### config.mk
export PLATFORM = sky130hd
export DESIGN_NAME = int_square
export DESIGN_NICKNAME = d
export VERILOG_FILES = /design/src/rtl/int_square.sv
export SDC_FILE = /design/constraint.sdc
export NUM_CORES = 1
export LEC_CHECK = 0
export CAP_MARGIN = 20
export CORE_MARGIN = 2
export CORE_UTILIZATION = 60
export DETAILED_ROUTE_END_ITERATION = 10
export PLACE_DENSITY = 0.79
export RECOVER_POWER = 100
export SYNTH_ARGS = -nofsm -noshare
export SYNTH_HDL_FRONTEND = slang
export SYNTH_SLANG_ARGS = --single-unit
### constraint.sdc
create_clock -name clk -period 6.15 [get_ports clk]
set_clock_uncertainty 0.1 [all_clocks]
set_input_delay 1.23 -clock clk [delete_from_list [all_inputs] [get_ports clk]]
set_output_delay 1.23 -clock clk [all_outputs]
set_load 0.01 [all_outputs]
### src/rtl/int_square.sv
// int_square: sequential shift-and-add squarer.
// A W-bit operand is captured on a go strobe in IDLE. W CALC iterations
// accumulate the partial products. The 2W-bit square is presented with a
// one-cycle done pulse. Latency is fixed at W+1 clocks from the go edge.
module int_square #(
    parameter int W = 10
) (
    input  logic           clk,
    input  logic           clr,
    input  logic           go,
    input  logic [W-1:0]   x,
    output logic           busy,
    output logic           done,
    output logic [2*W-1:0] sq
);

    localparam int CW = $clog2(W + 1);
    localparam logic [CW-1:0] LAST_ITER = CW'(W - 1);

    typedef enum logic [1:0] {
        S_IDLE = 2'd0,
        S_CALC = 2'd1,
        S_DONE = 2'd2
    } state_t;

    state_t         state_reg;
    state_t         state_next;

    logic [2*W-1:0] a_reg;
    logic [W-1:0]   b_reg;
    logic [2*W-1:0] acc_reg;
    logic [CW-1:0]  cnt_reg;
    logic [2*W-1:0] sq_reg;
    logic           done_reg;

    logic           last_iter;

    assign last_iter = (cnt_reg == LAST_ITER);

    // State register; an asynchronous clear aborts any operation in flight.
    always_ff @(posedge clk or negedge clr) begin
        if (!clr) begin
            state_reg <= S_IDLE;
        end else begin
            state_reg <= state_next;
        end
    end

    // Next-state logic: a fixed W iterations, with no early exit on b == 0.
    always_comb begin
        state_next = state_reg;
        case (state_reg)
            S_IDLE:  if (go) state_next = S_CALC;
            S_CALC:  if (last_iter) state_next = S_DONE;
            S_DONE:  state_next = S_IDLE;
            default: state_next = S_IDLE;
        endcase
    end

    // Datapath: load operands, then shift-and-add once per CALC cycle.
    // The result register and the done pulse are updated in DONE.
    always_ff @(posedge clk or negedge clr) begin
        if (!clr) begin
            a_reg    <= '0;
            b_reg    <= '0;
            acc_reg  <= '0;
            cnt_reg  <= '0;
            sq_reg   <= '0;
            done_reg <= 1'b0;
        end else begin
            done_reg <= 1'b0;
            case (state_reg)
                S_IDLE: begin
                    if (go) begin
                        a_reg   <= {{W{1'b0}}, x};
                        b_reg   <= x;
                        acc_reg <= '0;
                        cnt_reg <= '0;
                    end
                end
                S_CALC: begin
                    // The sum of 2W bits cannot overflow: (2^W-1)^2 < 2^(2W).
                    if (b_reg[0]) begin
                        acc_reg <= acc_reg + a_reg;
                    end
                    a_reg   <= a_reg << 1;
                    b_reg   <= b_reg >> 1;
                    cnt_reg <= cnt_reg + 1'b1;
                end
                S_DONE: begin
                    sq_reg   <= acc_reg;
                    done_reg <= 1'b1;
                end
                default: ;
            endcase
        end
    end

    // Outputs: busy also covers the cycle in which done is high.
    always_comb begin
        busy = (state_reg != S_IDLE) || done_reg;
        done = done_reg;
        sq   = sq_reg;
    end

endmodule

======== Word level (Yosys, flattened, before mapping) ========
Cells that the tools add are included.
Widths: inputs -> output; s select.
word-level totals
  output and inout bits ................... 22
  logic and storage cells ................. 35
  bits of input ports ..................... 13
  register bits ........................... 77
cells by class
  multiplexer cells ....................... 13
  reduce and logical (&&, ||, !) cells .... 7
  $add $sub $neg .......................... 2
  equal/unequal tests ..................... 6
operators with widths
  cell                 count
  $pmux 20 s2          2
  $mux 20              3
  $add 20x20->20       1
  $pmux 10 s2          1
  $mux 10              1
  $pmux 4 s2           1
  $ne 2x2->1 const B   3
  $add 4x1->4 const B  1
  $eq 4x4->1 const B   1
  $mux 2               2
  $mux 4               1
  $pmux 2 s2           1
  $reduce_and 2->1     2
  $reduce_bool 2->1    2
  $reduce_and 3->1     1
  $eq 2x1->1 const B   1
  $eq 2x2->1 const B   1
  $logic_not 2->1      1
  $logic_or 1x1->1     1
  $mux 1               1

======== Longest topological paths before layout ========
Gate-level depths: netlist of run 1.
  depth in word-level cells ............... 3
  depth in mapped cells ................... 8
  gate-level depth less buffers ........... 8

======== Worst setup path after synthesis of run 1 ========
No wires, ideal clock.
  path kind ............................... flip-flop to flip-flop
  start ................................... register a_reg[0]
  end ..................................... register acc_reg[12]
  path slack .............................. 3772 ps
  path buffers ............................ 0
  setup time .............................. 138 ps
  required time ........................... 5912 ps
  cell stages (with the launch flop) ...... 9
  arrival time ............................ 2140 ps
  clock period less this slack ............ 2378 ps
  cells stage by stage .................... dfrtp_1 ha_1 fa_1 a21oi_1 o21ai_1 a2111oi_2 o21bai_1 mux2i_1 o211ai_1
between the ends
  cells in the longest elaborated chain, start to end .. 3
RTL lines
  element                   RTL line  source
  start: declaration        29        logic [2*W-1:0] a_reg;
  start signal: assignment  75        a_reg <= {{W{1'b0}}, x};
  start signal: assignment  86        a_reg <= a_reg << 1;
  $add 20x20->20            84        acc_reg <= acc_reg + a_reg;
  $mux 20                   83        if (b_reg[0]) begin
  $pmux 20 s2               72        case (state_reg)
  end signal: assignment    84
  end: declaration          31        logic [2*W-1:0] acc_reg;
Every way passes these cells. The select of a mux whose other input is x is not followed.
A chain may end at the register's enable or synchronous reset.

======== Worst setup path after layout of run 1 ========
  start ................................... input port go
  end ..................................... register a_reg[5]
between the ends
  cells in the longest elaborated chain, start to end .. 2
RTL lines
  element                            RTL line  source
  start: declaration                 10        input logic go,
  $ne 2x2->1 (no source line)        n/a
  $reduce_and 2->1 (no source line)  n/a
Every way passes these cells.

==> results.toml, run 1 <==
[place]
dp_cells = 497
place.gp.congestion = 0.905
dp_hpwl_um = 6050
portBuffers = 34
place_area_um2 = 4490

[floorplanning]
io-pin-count = 35
die_y_um = 87.0
core.rowCount = 30
die_x_um = 87.0
dieArea_um2 = 7560
core_area_um2 = 6720
initial_utilization_pct = 61.5

[detailed_routing]
drc = 0
vias = 3208
viasPerCell = 6.25
ant_nets = 0
post_drt_wl_per_cell_um = 16.9
drt-total-wl_um = 8690
drtIter0Drc = 200
drt_pass1_iterations = 5

[yosys]
synthMuxAreaShare_pct = 7.39
synth_top_flop_cell = "dfrtp_1"
synthesis.nets = 440
synthCells = 405
synth-simple-area-share_pct = 15.4
synth_async_sr_flop_share_pct = 100
synth_enable_flop_cells = 0
synth_fa_ha_area_share_pct = 6.85
yosysWarnings = 0
ys_ff_latch = 77
synth_xor_area_share_pct = 2.33
yosysSeqAreaShare_pct = 46.7
ys_types = 51
synth_top_family_by_area = "compound AO/OA/AOI/OAI gates"
syn_area_per_cell_um2 = 10.2
synth-compound-area-share_pct = 18.1
netlist_area_um2 = 4130

[clock_network]
cts_max_level = 3
ctsResizeCount = 0
post_cts_buffers = 0
numCtsBuffers = 9
clk_pin_slew_ns = 0.09
cts_tree = "built"
clockBufferDepth = 2
clock_latency_ns = 0.36
cts_num_sinks = 77
hold_buffers = 0
ctsRootBufferMaster = "clkbuf_8"

[global_routing]
track_usage_pct = 25.0
grt_pass1_wl_um = 14700
antenna_found_initial = 0
grt_pass1_vias = 3072
grt_start_max_net_pins = 78
grt_overflow = 0

[final_layout]
n_antenna_cell = 0
drive_gt1_share_pct = 11.5
area_delta_synth_final_pct = 14.1
final_nets = 463
layout_commonest_cell = "dfrtp_1"
design_area_um2 = 4710
fin_cells = 513
final_cell_mix = "77 x dfrtp_1, 61 x nand2_1, 32 x o21ai_0"

[flow_run]
max_cap_viol_count = 0

[timing]
timing.fmax_mhz = 287
final_hold_viol_count = 0
worst_slew_pin_slew_ns = 1.02
setup_tns_ns = 0
grt_setup_unrepaired = "no"
whs_ns = 0.400
finalCritPeriodShare_pct = 56.7
slew_violations = 0
setup_viol = 0
layout_min_cycle_time_ns = 3.48
slew_headroom_pct = 31.8

[pwr]
p_leak_nw = 2.07
power_mw = 2.60
ir_worst_vdd_uv = 306
power_density_nw_per_um2 = 552

[worst_setup_path]
path_max_fanout = 16
critPathCaptureType = "register"
critical_path_arrival_ns = 3.68
critical_path_required_ns = 6.35
path_class = "in -> reg"
crit_path_start_kind = "input pin"

[min_path]
holdCritPathClass = "reg -> reg"

[outcome]
status = "complete, no violations"
-- layout make-up --
| cell class | count | area, µm² |
|---|---|---|
| fill | 524 | 2010 |
| clock buffer | 9 | 124 |
| tap | 80 | 100 |
| inverter | 9 | 33.8 |
| timing repair buffer | 37 | 353 |
| multi-input combinational | 294 | 2070 |
| sequential | 77 | 1930 |
| clock inverter | 7 | 104 |
-- stage by stage --
stage	worst slack, ns	utilization, %
4_1_cts	3.08	70.2
6_report	2.67	70.1
3_5_place_dp	2.71	66.8
5_1_grt	2.50	70.1
2_1_floorplan	3.77	-
3_3_place_gp	2.81	66.8
-- cells by family (layout without fill, tap and decap cells) --
| group | count (synthesis) | in the layout |
|---|---|---|
| AOI/OAI and AO/OA | 106 | 106 |
| xor gates and xnor gates | 11 | 11 |
| adders and majority gates | 22 | 22 |
| buffers and inverters | 34 | 62 |
| DFF | 77 | 77 |
| muxes | 28 | 28 |
| and+or+nand+nor | 127 | 127 |
-- power breakdown --
group          internal [mW]  switching (mW)
sequential             0.713           0.166
combinational          0.545           0.733
clock                  0.234           0.207
-- worst max-delay path, cell delays in order --
cell	delay [ns]
dlygate4sd3_1	0.67
and2_0	0.43
nor2_1	0.64
clkbuf_1	0.47
a221o_1	0.24
-- cell usage after synthesis, types with 2 or more instances --
master	count	area [µm²]
o21ai_1	3	15.0
inv_1	9	33.8
a21oi_1	16	80.1
a211oi_1	3	22.5
o211ai_1	3	22.5
clkbuf_1	18	67.6
nor3_1	7	35.0
nor4_1	2	12.5
nor3b_1	5	37.5
nand4_1	4	25.0
nand2b_1	2	12.5
ha_1	21	263
a221o_1	16	160
dfrtp_1	77	1930
nand3_1	8	40.0
xnor2_1	7	61.3
o21bai_1	4	30.0
mux2i_1	8	80.1
a21o_1	5	37.5
o31ai_1	2	15.0
nor2_1	12	45.0
mux2_2	20	225
a21oi_2	2	17.5
nor2b_1	2	12.5
o21ai_0	32	160
and3_1	14	87.6
a22oi_1	4	30.0
a22o_1	4	35.0
buf_2	6	30.0
nand2_1	61	229
a32oi_1	2	17.5
xor2_1	4	35.0
a31oi_1	3	18.8
and2_1	2	12.5
-- path summary, 6_finish.rpt --
| check | slack (ns) | endpoint | cells past startpoint | start |
|---|---|---|---|---|
| min in group asynchronous | 0.90 | a_reg[14] | 1 | clr |
| worst max register to register | 3.29 | a_reg[5] | 5 | state_reg[1] |
| worst min register to register | 0.40 | sq[11] | 1 | sq[11] |
| worst max-delay path | 2.67 | a_reg[5] | 5 | go |
| max in group asynchronous | 4.45 | sq[0] | 1 | clr |
| worst min-delay path | 0.40 | sq[11] | 1 | sq[11] |
-- metal layers --
layer	track usage, %	wire (µm)	vias up
met4	10.5	222	0
met5	0	0	-
met3	4.27	329	16
li1	-	-	1526
met2	41.3	4330	89
met1	32.7	3810	1577
Power figures use the tool's default switching activity.
==> inputs of run 2 (changes only) <==
Settings changed: CORE_UTILIZATION 60 to 58, PLACE_DENSITY 0.79 to 0.77.
Clock period 6.15 ns to 3.3 ns, I/O delays scaled along.
==> results.toml, run 2 (synthesized netlist as in run 1, its figures left out) <==
[global_routing]
antenna_found_initial = 0
grt_pass1_vias = 2985
grt_pass1_wl_um = 14700
track_usage_pct = 24.5
grt_overflow = 0
grt_start_max_net_pins = 78

[worst_setup_path]
path_class = "reg -> reg"
critical_path_arrival_ns = 2.90
reg2regPathDepth = 8
critPathSlowestCell = "a2111oi_2"
cp_top_family = "compound AO/OA/AOI/OAI gates"
critical_path_required_ns = 3.43
r2r-end = "acc_reg[12]"
crit_chain = "ha_1, fa_1, a21oi_1, o21ai_0, a2111oi_2, o21bai_1, mux2i_1, o211ai_1"
r2r_start = "a_reg[0]"
reg2reg_slack_ns = 0.53
path_max_fanout = 4
critPathBufInv = 0
critPathMaxStageDelay_ns = 0.62
critPathCaptureType = "register"
crit_path_start_kind = "register"

[detailed_routing]
wl_met2_um = 4050
drt-met1-wl_um = 3940
top_layer = "met4"
vias = 3138
drc = 0
post_drt_wl_per_cell_um = 16.0
drt_pass1_iterations = 4
drt-total-wl_um = 8540
ant_nets = 0
drtIter0Drc = 274
viasPerCell = 5.89
met3_length_um = 328

[final_layout]
final_nets = 467
area_delta_synth_final_pct = 13.6
layout_commonest_cell = "dfrtp_1"
design_area_um2 = 4690
final_cell_mix = "77 x dfrtp_1, 61 x nand2_1, 33 x o21ai_0"
drive_gt1_share_pct = 11.7
fin_cells = 533
n_antenna_cell = 0

[timing]
grt_setup_unrepaired = "no"
timing.fmax_mhz = 361
final_hold_viol_count = 0
layout_min_cycle_time_ns = 2.77
worst_slew_pin_slew_ns = 1.82
setup_viol = 0
setup_tns_ns = 0
slew_headroom_pct = -21.3
finalCritPeriodShare_pct = 83.9
slew_violations = 78

[min_path]
holdCritPathClass = "reg -> reg"
hold-path-cell-count = 1
whs_endpoint = "cnt_reg[3]"
worstHoldStart = "cnt_reg[3]"

[floorplanning]
die_x_um = 88.4
core_area_um2 = 6830
core.rowCount = 30
dieArea_um2 = 7810
initial_utilization_pct = 60.4
io-pin-count = 35
die_y_um = 88.4

[clock_network]
cts_max_level = 3
clk_pin_slew_ns = 0.08
numCtsBuffers = 9
cts_tree = "built"
cts_num_sinks = 77
post_cts_buffers = 0
clockBufferDepth = 2
ctsResizeCount = 0
ctsRootBufferMaster = "clkbuf_8"
hold_buffers = 0
clock_latency_ns = 0.36

[flow_run]
max_cap_viol_count = 1

[pwr]
ir_worst_vdd_uv = 484
power.share.combinational_pct = 50.9
p_leak_nw = 2.05
p_switching_mw = 2.02
power_density_nw_per_um2 = 993
seq_power_share_pct = 35.2
power.internal_mw = 2.64
swShare_pct = 43.3
clkPwrFrac_pct = 13.9

[place]
place_area_um2 = 4540
portBuffers = 34
dp_hpwl_um = 6150
place.gp.congestion = 0.904
dp_cells = 517

[outcome]
status = "finished, violations left"
violations = "capacitance limit, slew limit"
-- run 2: cell types whose count changed in the layout (fill, tap and decap cells not counted), sizes merged --
cell,change
clkinv,+2
clkbuf,+4
buf,+1
inv,-1
bufinv,-2
-- run 2: cell type report --
type / count / area (µm²)
clock buffers: 10 / 128
multi-input cells: 294 / 2060
repair buffers: 41 / 374
fillers: 556 / 2140
inverters: 9 / 33.8
clock inverters: 6 / 46.3
flip-flops and latches: 77 / 1930
well taps: 96 / 120
-- run 2: power groups by stage --
stage | clock network [mW] | logic, mW | registers [mW]
after detailed placement | 0 | 2.42 | 1.66
final | 0.650 | 2.37 | 1.64
after CTS | 0.664 | 2.43 | 1.64
after global routing | 0.712 | 2.67 | 1.69
after global placement | 0 | 2.35 | 1.65
after floorplan | 0 | 1.77 | 1.60
-- run 2: metal layers --
layer,GRT usage [%],up-vias
li1,-,1538
met1,34.0,1504
met2,38.3,81
met3,3.92,15
met4,10.7,0
met5,0,-
-- run 2: how the worst max path moves through the flow --
stage | startpoint | end | slack [ns] | cells after the start
floorplan | a_reg[0] | acc_reg[12] | 0.92 | 8
global placement | go | a_reg[4] | 0.54 | 4
detailed placement | a_reg[0] | acc_reg[12] | 0.64 | 8
CTS | a_reg[0] | acc_reg[12] | 0.61 | 8
global route | a_reg[0] | acc_reg[12] | 0.31 | 8
finish | a_reg[0] | acc_reg[12] | 0.53 | 8
-- run 2: metrics by stage --
step | hold WS, ns | worst slack (ns) | power (mW) | util [%]
6_report | 0.400 | 0.531 | 4.66 | 68.7
3_5_place_dp | 0.384 | 0.638 | 4.08 | 66.5
5_1_grt | 0.414 | 0.307 | 5.07 | 68.7
2_1_floorplan | 0.264 | 0.922 | 3.37 | -
3_3_place_gp | 0.376 | 0.544 | 4.00 | 66.3
4_1_cts | 0.379 | 0.611 | 4.74 | 69.0
==> inputs of run 3 (changes only) <==
Settings changed: CORE_UTILIZATION 58 to 52, PLACE_DENSITY 0.77 to 0.73.
Clock period 3.3 ns to 2.4 ns, I/O delays scaled along.
==> results.toml, run 3 (synthesized netlist as in run 1, its figures left out) <==
[worst_setup_path]
worstSetupStartpoint = "a_reg[0]"
crit_chain = "ha_2, fa_2, a21oi_4, o21ai_2, a2111oi_2, buf_4, o21bai_1, mux2i_1, o211ai_1"
critPathBufInv = 1
critical_path_required_ns = 2.54
cp_top_family = "compound AO/OA/AOI/OAI gates"
endpoint = "acc_reg[12]"
critical_path_arrival_ns = 2.45
critPathSlowestCell = "fa_2"
r2r-end = "acc_reg[12]"
crit_path_start_kind = "register"
path_max_fanout = 4
critPathCaptureType = "register"
r2r_start = "a_reg[0]"
critPathMaxStageDelay_ns = 0.40
reg2reg_slack_ns = 0.09
crit_cells = 9
path_class = "reg -> reg"
reg2regPathDepth = 9

[clock_network]
clk_pin_slew_ns = 0.08
numCtsBuffers = 9
clockBufferDepth = 2
clock_latency_ns = 0.37
cts_max_level = 3
ctsRootBufferMaster = "clkbuf_8"
cts_num_sinks = 77
cts_tree = "built"

[detailed_routing]
viasPerCell = 5.78
drtIter0Drc = 128
drt_pass1_iterations = 4
vias = 3233
post_drt_wl_per_cell_um = 16.5
drt-total-wl_um = 9240
ant_nets = 0
drc = 0

[outcome]
status = "complete, no violations"

[timing]
worst_slew_pin_slew_ns = 0.932
grt_setup_unrepaired = "yes"
layout_min_cycle_time_ns = 2.31
slew_violations = 0
timing.fmax_mhz = 433
final_hold_viol_count = 0
setup_viol = 0
whs_ns = 0.401
finalCritPeriodShare_pct = 96.3
setup_tns_ns = 0
slew_headroom_pct = 37.6

[pwr]
p_leak_nw = 2.18
ir_worst_vdd_uv = 646
power_density_nw_per_um2 = 1410

[global_routing]
antenna_found_initial = 0
grt_start_max_net_pins = 48
grt_pass1_wl_um = 15300
grt_pass1_vias = 3115
track_usage_pct = 22.9
grt_overflow = 0

[final_layout]
n_antenna_cell = 0
final_util_pct = 65.1
final_nets = 487
drive_gt1_share_pct = 19.9
layout_commonest_cell = "dfrtp_1"
final_cell_mix = "77 x dfrtp_1, 61 x nand2_1, 29 x o21ai_0"
area_delta_synth_final_pct = 21.8
fillers = 582

[flow_run]
max_cap_viol_count = 0

[floorplanning]
die_y_um = 93.1
io-pin-count = 35
dieArea_um2 = 8670
core_area_um2 = 7730
die_x_um = 93.1
initial_utilization_pct = 53.4
core.rowCount = 32

[place]
dp_hpwl_um = 6630
portBuffers = 34
place.gp.congestion = 0.870

[min_path]
hold-path-cell-count = 1
holdCritPathClass = "reg -> reg"
## run 3: cell count changes in the layout (fill, tap and decap cells not counted), moves of 2 or more
cell / change
clkbuf_1: -2
ha_2: +4
clkbuf_2: +2
buf_4: +16
a21oi_1: -4
ha_1: -9
clkdlybuf4s50_1: +2
a21oi_4: +2
a21oi_2: +2
ha_4: +5
o21ai_0: -4
o21ai_1: +3
## run 3: area by class of cell
class                           count  area (µm²)  share of cell area, %
Tap cell                          102         128                   2.54
Clock inverter                      6        68.8                   1.37
Inverter                            9        33.8                  0.672
Multi-Input combinational cell    294        2190                   43.7
Sequential cell                    77        1930                   38.3
Clock buffer                       10         138                   2.74
Timing Repair Buffer               61         538                   10.7
## run 3: per-stage QoR
stage | power, mW | cell area (µm²) | setup WS (ns) | instances
6_report | 7.08 | 5030 | 0.0885 | 559
5_1_grt | 7.65 | 5030 | -0.0581 | 559
4_1_cts | 6.94 | 4930 | 0.00208 | 557
3_5_place_dp | 5.88 | 4700 | -0.0734 | 540
3_3_place_gp | 5.77 | 4700 | 0.0131 | 540
2_1_floorplan | 4.64 | 4130 | 0.0219 | 405
## run 3: timing repair
item,CTS,global route
setup buffers,0,2
gates resized for setup,3,24
pin swaps,0,8
endpoints found under the setup margin,6,10
endpoints found under the hold margin,30,0
hold buffers,1,0
## run 3: worst min path at each step
stage | from | end | slack, ns
3_3_place_gp | clr | a_reg[13] | 0.35
5_1_grt | sq[13] | sq[13] | 0.41
3_5_place_dp | clr | a_reg[13] | 0.35
2_1_floorplan | clr | a_reg[0] | 0.08
6_report | sq[11] | sq[11] | 0.40
4_1_cts | cnt_reg[3] | cnt_reg[3] | 0.40
## run 3: power by group
group,switching (mW),leakage [nW],internal (mW),total (mW)
registers,0.460,0.935,1.83,2.29
logic,1.99,1.14,1.77,3.77
clock network,0.515,0.103,0.516,1.03
## run 3: metal layers
layer,routed length [µm],GRT usage [%]
met5,0,0
met4,179,8.09
met3,308,4.11
met2,4510,37.4
met1,4240,30.9
